--- config.mk ---
export PLATFORM = sky130hd
export DESIGN_NAME = dac_spi_tx
export DESIGN_NICKNAME = d
export VERILOG_FILES = /design/src/rtl/dac_spi_tx.sv
export SDC_FILE = /design/constraint.sdc
export NUM_CORES = 1
export LEC_CHECK = 0
export CORE_MARGIN = 3
export CORE_UTILIZATION = 61
export CTS_BUF_LIST = sky130_fd_sc_hd__clkbuf_4 sky130_fd_sc_hd__clkbuf_8
export CTS_CLUSTER_DIAMETER = 30
export DETAILED_ROUTE_END_ITERATION = 10
export GPL_TIMING_DRIVEN = 1
export PLACE_DENSITY = 0.87
export SLEW_MARGIN = 10
export SYNTH_ARGS = -nofsm -noshare
export SYNTH_HDL_FRONTEND = slang
export SYNTH_SLANG_ARGS = --single-unit
--- constraint.sdc ---
create_clock -name clk48mhz -period 4.8 [get_ports clk48mhz]
set_input_delay 0.48 -clock clk48mhz [delete_from_list [all_inputs] [get_ports clk48mhz]]
set_output_delay 0.48 -clock clk48mhz [all_outputs]
set_load 0.005 [all_outputs]
--- src/rtl/dac_spi_tx.sv ---
// dac_spi_tx
//   SPI write master for the dual-channel 12-bit printhead bias/heater DAC
//   (AD5322-style 16-bit frame). Takes one channel/data write per valid/ready
//   handshake, shifts it out MSB first, optionally pulses LDAC afterwards, and
//   keeps a shadow copy of the last code completed on each channel.
//
//   Ports
//     clk48mhz    in   sole clock
//     rst         in   asynchronous active-high reset
//     wr_valid    in   write request
//     wr_ready    out  block can accept a write (IDLE)
//     wr_chan     in   0 = channel A, 1 = channel B
//     wr_data     in   12-bit DAC code
//     wr_load     in   pulse LDAC after this frame
//     dac_sclk    out  SPI clock, idles high, DAC samples on the falling edge
//     dac_din     out  SPI data
//     dac_sync_n  out  frame select, active low
//     dac_ldac_n  out  load strobe, active low
//     busy        out  frame in progress
//     frame_done  out  one-cycle pulse at the end of each write
//     last_a      out  last code completed on channel A
//     last_b      out  last code completed on channel B
module dac_spi_tx #(
    parameter int unsigned CLK_DIV    = 12,
    parameter int unsigned LDAC_WIDTH = 4
) (
    input  logic        clk48mhz,
    input  logic        rst,
    input  logic        wr_valid,
    output logic        wr_ready,
    input  logic        wr_chan,
    input  logic [11:0] wr_data,
    input  logic        wr_load,
    output logic        dac_sclk,
    output logic        dac_din,
    output logic        dac_sync_n,
    output logic        dac_ldac_n,
    output logic        busy,
    output logic        frame_done,
    output logic [11:0] last_a,
    output logic [11:0] last_b
);

    localparam logic [7:0] DIV_LAST  = 8'(CLK_DIV - 1);
    localparam logic [7:0] LDAC_LAST = 8'(LDAC_WIDTH - 1);

    typedef enum logic [2:0] {
        S_IDLE,
        S_SETUP,
        S_SHIFT,
        S_HOLD,
        S_GAP,
        S_LDAC,
        S_DONE
    } state_t;

    state_t      r_state, w_state_nxt;
    logic [7:0]  r_div_cnt, w_div_nxt;
    logic [7:0]  r_ldac_cnt, w_ldac_nxt;
    logic [4:0]  r_half_cnt, w_half_nxt;   // SCLK half-period index inside SHIFT
    logic [15:0] r_shift, w_shift_nxt;
    logic        r_chan, w_chan_nxt;
    logic        r_load, w_load_nxt;
    logic [11:0] r_data, w_data_nxt;
    logic [11:0] r_last_a, w_last_a_nxt;
    logic [11:0] r_last_b, w_last_b_nxt;
    logic        w_tick;
    logic        w_frame_nxt;

    logic r_ready, r_busy, r_done, r_sclk, r_din, r_sync_n, r_ldac_n;

    assign w_tick = (r_div_cnt == DIV_LAST);

    always_comb begin
        w_state_nxt  = r_state;
        w_div_nxt    = '0;
        w_ldac_nxt   = r_ldac_cnt;
        w_half_nxt   = r_half_cnt;
        w_shift_nxt  = r_shift;
        w_chan_nxt   = r_chan;
        w_load_nxt   = r_load;
        w_data_nxt   = r_data;
        w_last_a_nxt = r_last_a;
        w_last_b_nxt = r_last_b;

        if (r_state != S_IDLE && !w_tick) begin
            w_div_nxt = r_div_cnt + 8'd1;
        end

        case (r_state)
            S_IDLE: begin
                if (wr_valid && r_ready) begin
                    w_state_nxt = S_SETUP;
                    w_shift_nxt = {wr_chan, 1'b0, 2'b00, wr_data};
                    w_chan_nxt  = wr_chan;
                    w_load_nxt  = wr_load;
                    w_data_nxt  = wr_data;
                    w_half_nxt  = '0;
                end
            end
            S_SETUP: begin
                if (w_tick) w_state_nxt = S_SHIFT;
            end
            S_SHIFT: begin
                if (w_tick) begin
                    if (r_half_cnt == 5'd31) begin
                        w_state_nxt = S_HOLD;
                    end else begin
                        w_half_nxt = r_half_cnt + 5'd1;
                        // Even half = SCLK low, so this tick is a rising edge:
                        // present the next bit, except after the last falling
                        // edge where bit0 is held through HOLD.
                        if (!r_half_cnt[0] && r_half_cnt != 5'd30) begin
                            w_shift_nxt = {r_shift[14:0], 1'b0};
                        end
                    end
                end
            end
            S_HOLD: begin
                if (w_tick) w_state_nxt = S_GAP;
            end
            S_GAP: begin
                if (w_tick) begin
                    w_ldac_nxt  = '0;
                    w_state_nxt = r_load ? S_LDAC : S_DONE;
                end
            end
            S_LDAC: begin
                if (r_ldac_cnt == LDAC_LAST) begin
                    w_state_nxt = S_DONE;
                end else begin
                    w_ldac_nxt = r_ldac_cnt + 8'd1;
                end
            end
            S_DONE: begin
                w_state_nxt = S_IDLE;
                if (r_chan) w_last_b_nxt = r_data;
                else        w_last_a_nxt = r_data;
            end
            default: w_state_nxt = S_IDLE;
        endcase

        if (w_state_nxt != r_state) w_div_nxt = '0;
    end

    assign w_frame_nxt = (w_state_nxt == S_SETUP) || (w_state_nxt == S_SHIFT) ||
                         (w_state_nxt == S_HOLD);

    always_ff @(posedge clk48mhz or posedge rst) begin
        if (rst) r_state <= S_IDLE;
        else     r_state <= w_state_nxt;
    end

    // Pin outputs are registered from the next-state decode so they change
    // glitch-free on the same edge the FSM enters the corresponding state.
    always_ff @(posedge clk48mhz or posedge rst) begin
        if (rst) begin
            r_div_cnt  <= '0;
            r_ldac_cnt <= '0;
            r_half_cnt <= '0;
            r_shift    <= '0;
            r_chan     <= 1'b0;
            r_load     <= 1'b0;
            r_data     <= '0;
            r_last_a   <= '0;
            r_last_b   <= '0;
            r_ready    <= 1'b0;
            r_busy     <= 1'b0;
            r_done     <= 1'b0;
            r_sclk     <= 1'b1;
            r_din      <= 1'b0;
            r_sync_n   <= 1'b1;
            r_ldac_n   <= 1'b1;
        end else begin
            r_div_cnt  <= w_div_nxt;
            r_ldac_cnt <= w_ldac_nxt;
            r_half_cnt <= w_half_nxt;
            r_shift    <= w_shift_nxt;
            r_chan     <= w_chan_nxt;
            r_load     <= w_load_nxt;
            r_data     <= w_data_nxt;
            r_last_a   <= w_last_a_nxt;
            r_last_b   <= w_last_b_nxt;
            r_ready    <= (w_state_nxt == S_IDLE);
            r_busy     <= (w_state_nxt != S_IDLE);
            r_done     <= (w_state_nxt == S_DONE);
            r_sclk     <= (w_state_nxt == S_SHIFT) ? w_half_nxt[0] : 1'b1;
            r_din      <= w_frame_nxt ? w_shift_nxt[15] : 1'b0;
            r_sync_n   <= !w_frame_nxt;
            r_ldac_n   <= (w_state_nxt != S_LDAC);
        end
    end

    assign wr_ready   = r_ready;
    assign busy       = r_busy;
    assign frame_done = r_done;
    assign dac_sclk   = r_sclk;
    assign dac_din    = r_din;
    assign dac_sync_n = r_sync_n;
    assign dac_ldac_n = r_ldac_n;
    assign last_a     = r_last_a;
    assign last_b     = r_last_b;

endmodule
==> run metrics <==
slowest cell delay on critical path 0.63 ns; Worst Path Buf+Inv 0; CTS root buf clkbuf_8; Post-Synthesis Cell Area 3680 um^2; H-tree levels 3; Critical Path RT 5.09 ns; Yosys top cell by area dfrtp_1; Mapped Cells 329; vias in the first global route 2,562; Final TNS setup 0 ns; Critical Path Start Type register; Clock Skews 0.00805 ns; # DRC 0; I/O Pins 48; initial antenna violation count 0; TritonCTS Buffers 9; Worst Hold Class reg -> reg; Synth Flop Type dfrtp_1; WP data arrival 3.07 ns; flops & latches, synth 85; final WL 7460 um; Slowest-stage cell, CP and4_1; Num Clock Sinks 85; dpl hpwl 5170 um; delay-heaviest family, CP simple AND/OR/NAND/NOR gates; clock-pin slew on the worst setup and hold paths 0.08 ns; Chip Width 83.7 um; RD Place Congestion 0.794; number of max-cap violations 0; Port Buffers 47; # hold bufs at CTS 0; Fill cells 382; All-Layer GR Usage 22.4%; Setup crit end kind register; fraction of registers with async set/reset 100%; CTS resizes 0; CTS tree yes; Post-DRT Antenna Nets 0; VDD IR max 225 uV; row count 27; Leak 2.10 nW; top-count cell post-synth dfrtp_1; Synth top cells by count dfrtp_1 (82), nand2_1 (75), mux2_2 (24); status completed; Post-Place Cells 434; Mapped Nets 351; register area share after synthesis 57.9%; Die Y 83.7 um; Core ar. 5680 um^2; WHS 0.452 ns; largest net degree at the start of global routing 46; area fraction of the dominant cell type after synthesis 55.8%; clock tree buffer depth 2; # nets final 395; ranking of synthesized cells by area dfrtp_1 (56%), nand2_1 (7.7%), mux2_2 (7.3%); Crit Path Class reg -> reg; CP dominant cell by count ha_1; via count 2,593; Max Fclk 360 MHz; EDFF count, synth 0; average size of a mapped cell 11.2 um^2; DR iter-0 viols 162; Clock Latency Late Sink 0.36 ns; # Post-CTS Setup Buffers 0; Final Max Tran Viols 0; post-synthesis cell type count 49; relative slew slack 23.7%; unrepaired setup endpoints after global routing no; critical-path cell list ha_1, and3_1, ha_1, nor4b_1, and4_1, a22oi_1, o21ai_0, o211a_1; share of layout cells above drive strength 1 15.1%; crit-path max FO 16; Initial Utilization 64.8%; Hold Violations, Final 0; grt ovf 0; ANT cells 0; vias per inst 5.76; first-pass GRT wire length 12,500 um; Final Cycle Share 57.9%; Final Non-Filler Cells 450; 1st-pass router iterations 5; final setup fails 0; Die ar. 7000 um^2; Avg WL per Cell 16.6 um; Layout area overhead 18.9%; Ys Warns 0; Tmin final 2.78 ns; worst-margin pin slew 1.14 ns; power density cells 295 nW/um^2
## power by group
| part | internal, W | switching [W] | leakage (nW) |
|---|---|---|---|
| Clock | 0.000248 | 0.000268 | 0.101 |
| Sequential | 0.000717 | 0 | 1.15 |
| Combinational | 0.0000215 | 0.0000351 | 0.845 |
| Total | 0.000986 | 0.000303 | 2.10 |
## final cells by class
type | instances | area [um^2] | share of cell area [%]
multi-input combinational | 222 | 1440 | 32.9
clock inverter | 7 | 81.3 | 1.86
timing repair buffer | 49 | 485 | 11.1
tap | 72 | 90.1 | 2.06
clock buffer | 9 | 124 | 2.83
sequential | 85 | 2130 | 48.7
inverter | 6 | 23.8 | 0.543
## sequential cells by signal, summed over array words and instances (netlist names), 3 cells and up
name,cells
r_data,12
r_half_cnt,5
r_shift,16
r_state,3
last_a,12
r_div_cnt,8
r_ldac_cnt,8
last_b,12
## layer usage
layer / share of wire, % / vias to the layer above / global-route usage [%]
met5: 0 / - / 0
met4: 1.8 / 0 / 8.04
met3: 4.2 / 12 / 4.64
met2: 50 / 66 / 36.4
met1: 44 / 1282 / 29.9
li1: - / 1233 / -
## metrics by stage
stage	worst slack [ns]	power (W)	area, um^2	util (%)
after floorplan	2.13	0.000765	3680	-
after global placement	2.11	0.000787	4170	73.5
after detailed placement	2.02	0.000789	4170	73.5
after CTS	2.03	0.00129	4380	77.1
after global routing	1.85	0.00133	4380	77.1
final	2.02	0.00129	4380	77.1
## cell usage in the layout (no fill, tap or decap), drive strengths merged, types with 4 or more instances in the layout
master         count
clkbuf             9
and3               6
nand2             75
nand3             14
nor3               6
inv                8
a22o               4
nor2              20
mux2              24
ha                 5
xor2               8
dfrtp             82
xnor2              6
clkdlybuf4s50     47
nand4              4
o21ai              7
a22oi             12
## worst paths after layout
path	start	end	slack, ns	cells after the start
max in group asynchronous	rst	dac_sclk	3.26	3
worst max register to register	r_half_cnt[0]	dac_din	2.02	8
worst min-delay path	r_div_cnt[0]	r_div_cnt[0]	0.45	1
worst min register to register	r_div_cnt[0]	r_div_cnt[0]	0.45	1
worst max-delay path	r_half_cnt[0]	dac_din	2.02	8
min in group asynchronous	rst	last_b[9]	0.56	2
## cells by family after synthesis
group / count (synthesis) / share of synthesized area [%]
compound gates: 41 / 8.57
xor+xnor: 14 / 3.33
fa+ha+maj: 5 / 1.70
buf+inv: 22 / 2.92
flops: 85 / 57.9
mux: 24 / 7.34
simple gates: 138 / 18.2
Note: power is estimated with default switching activity, not from simulation.
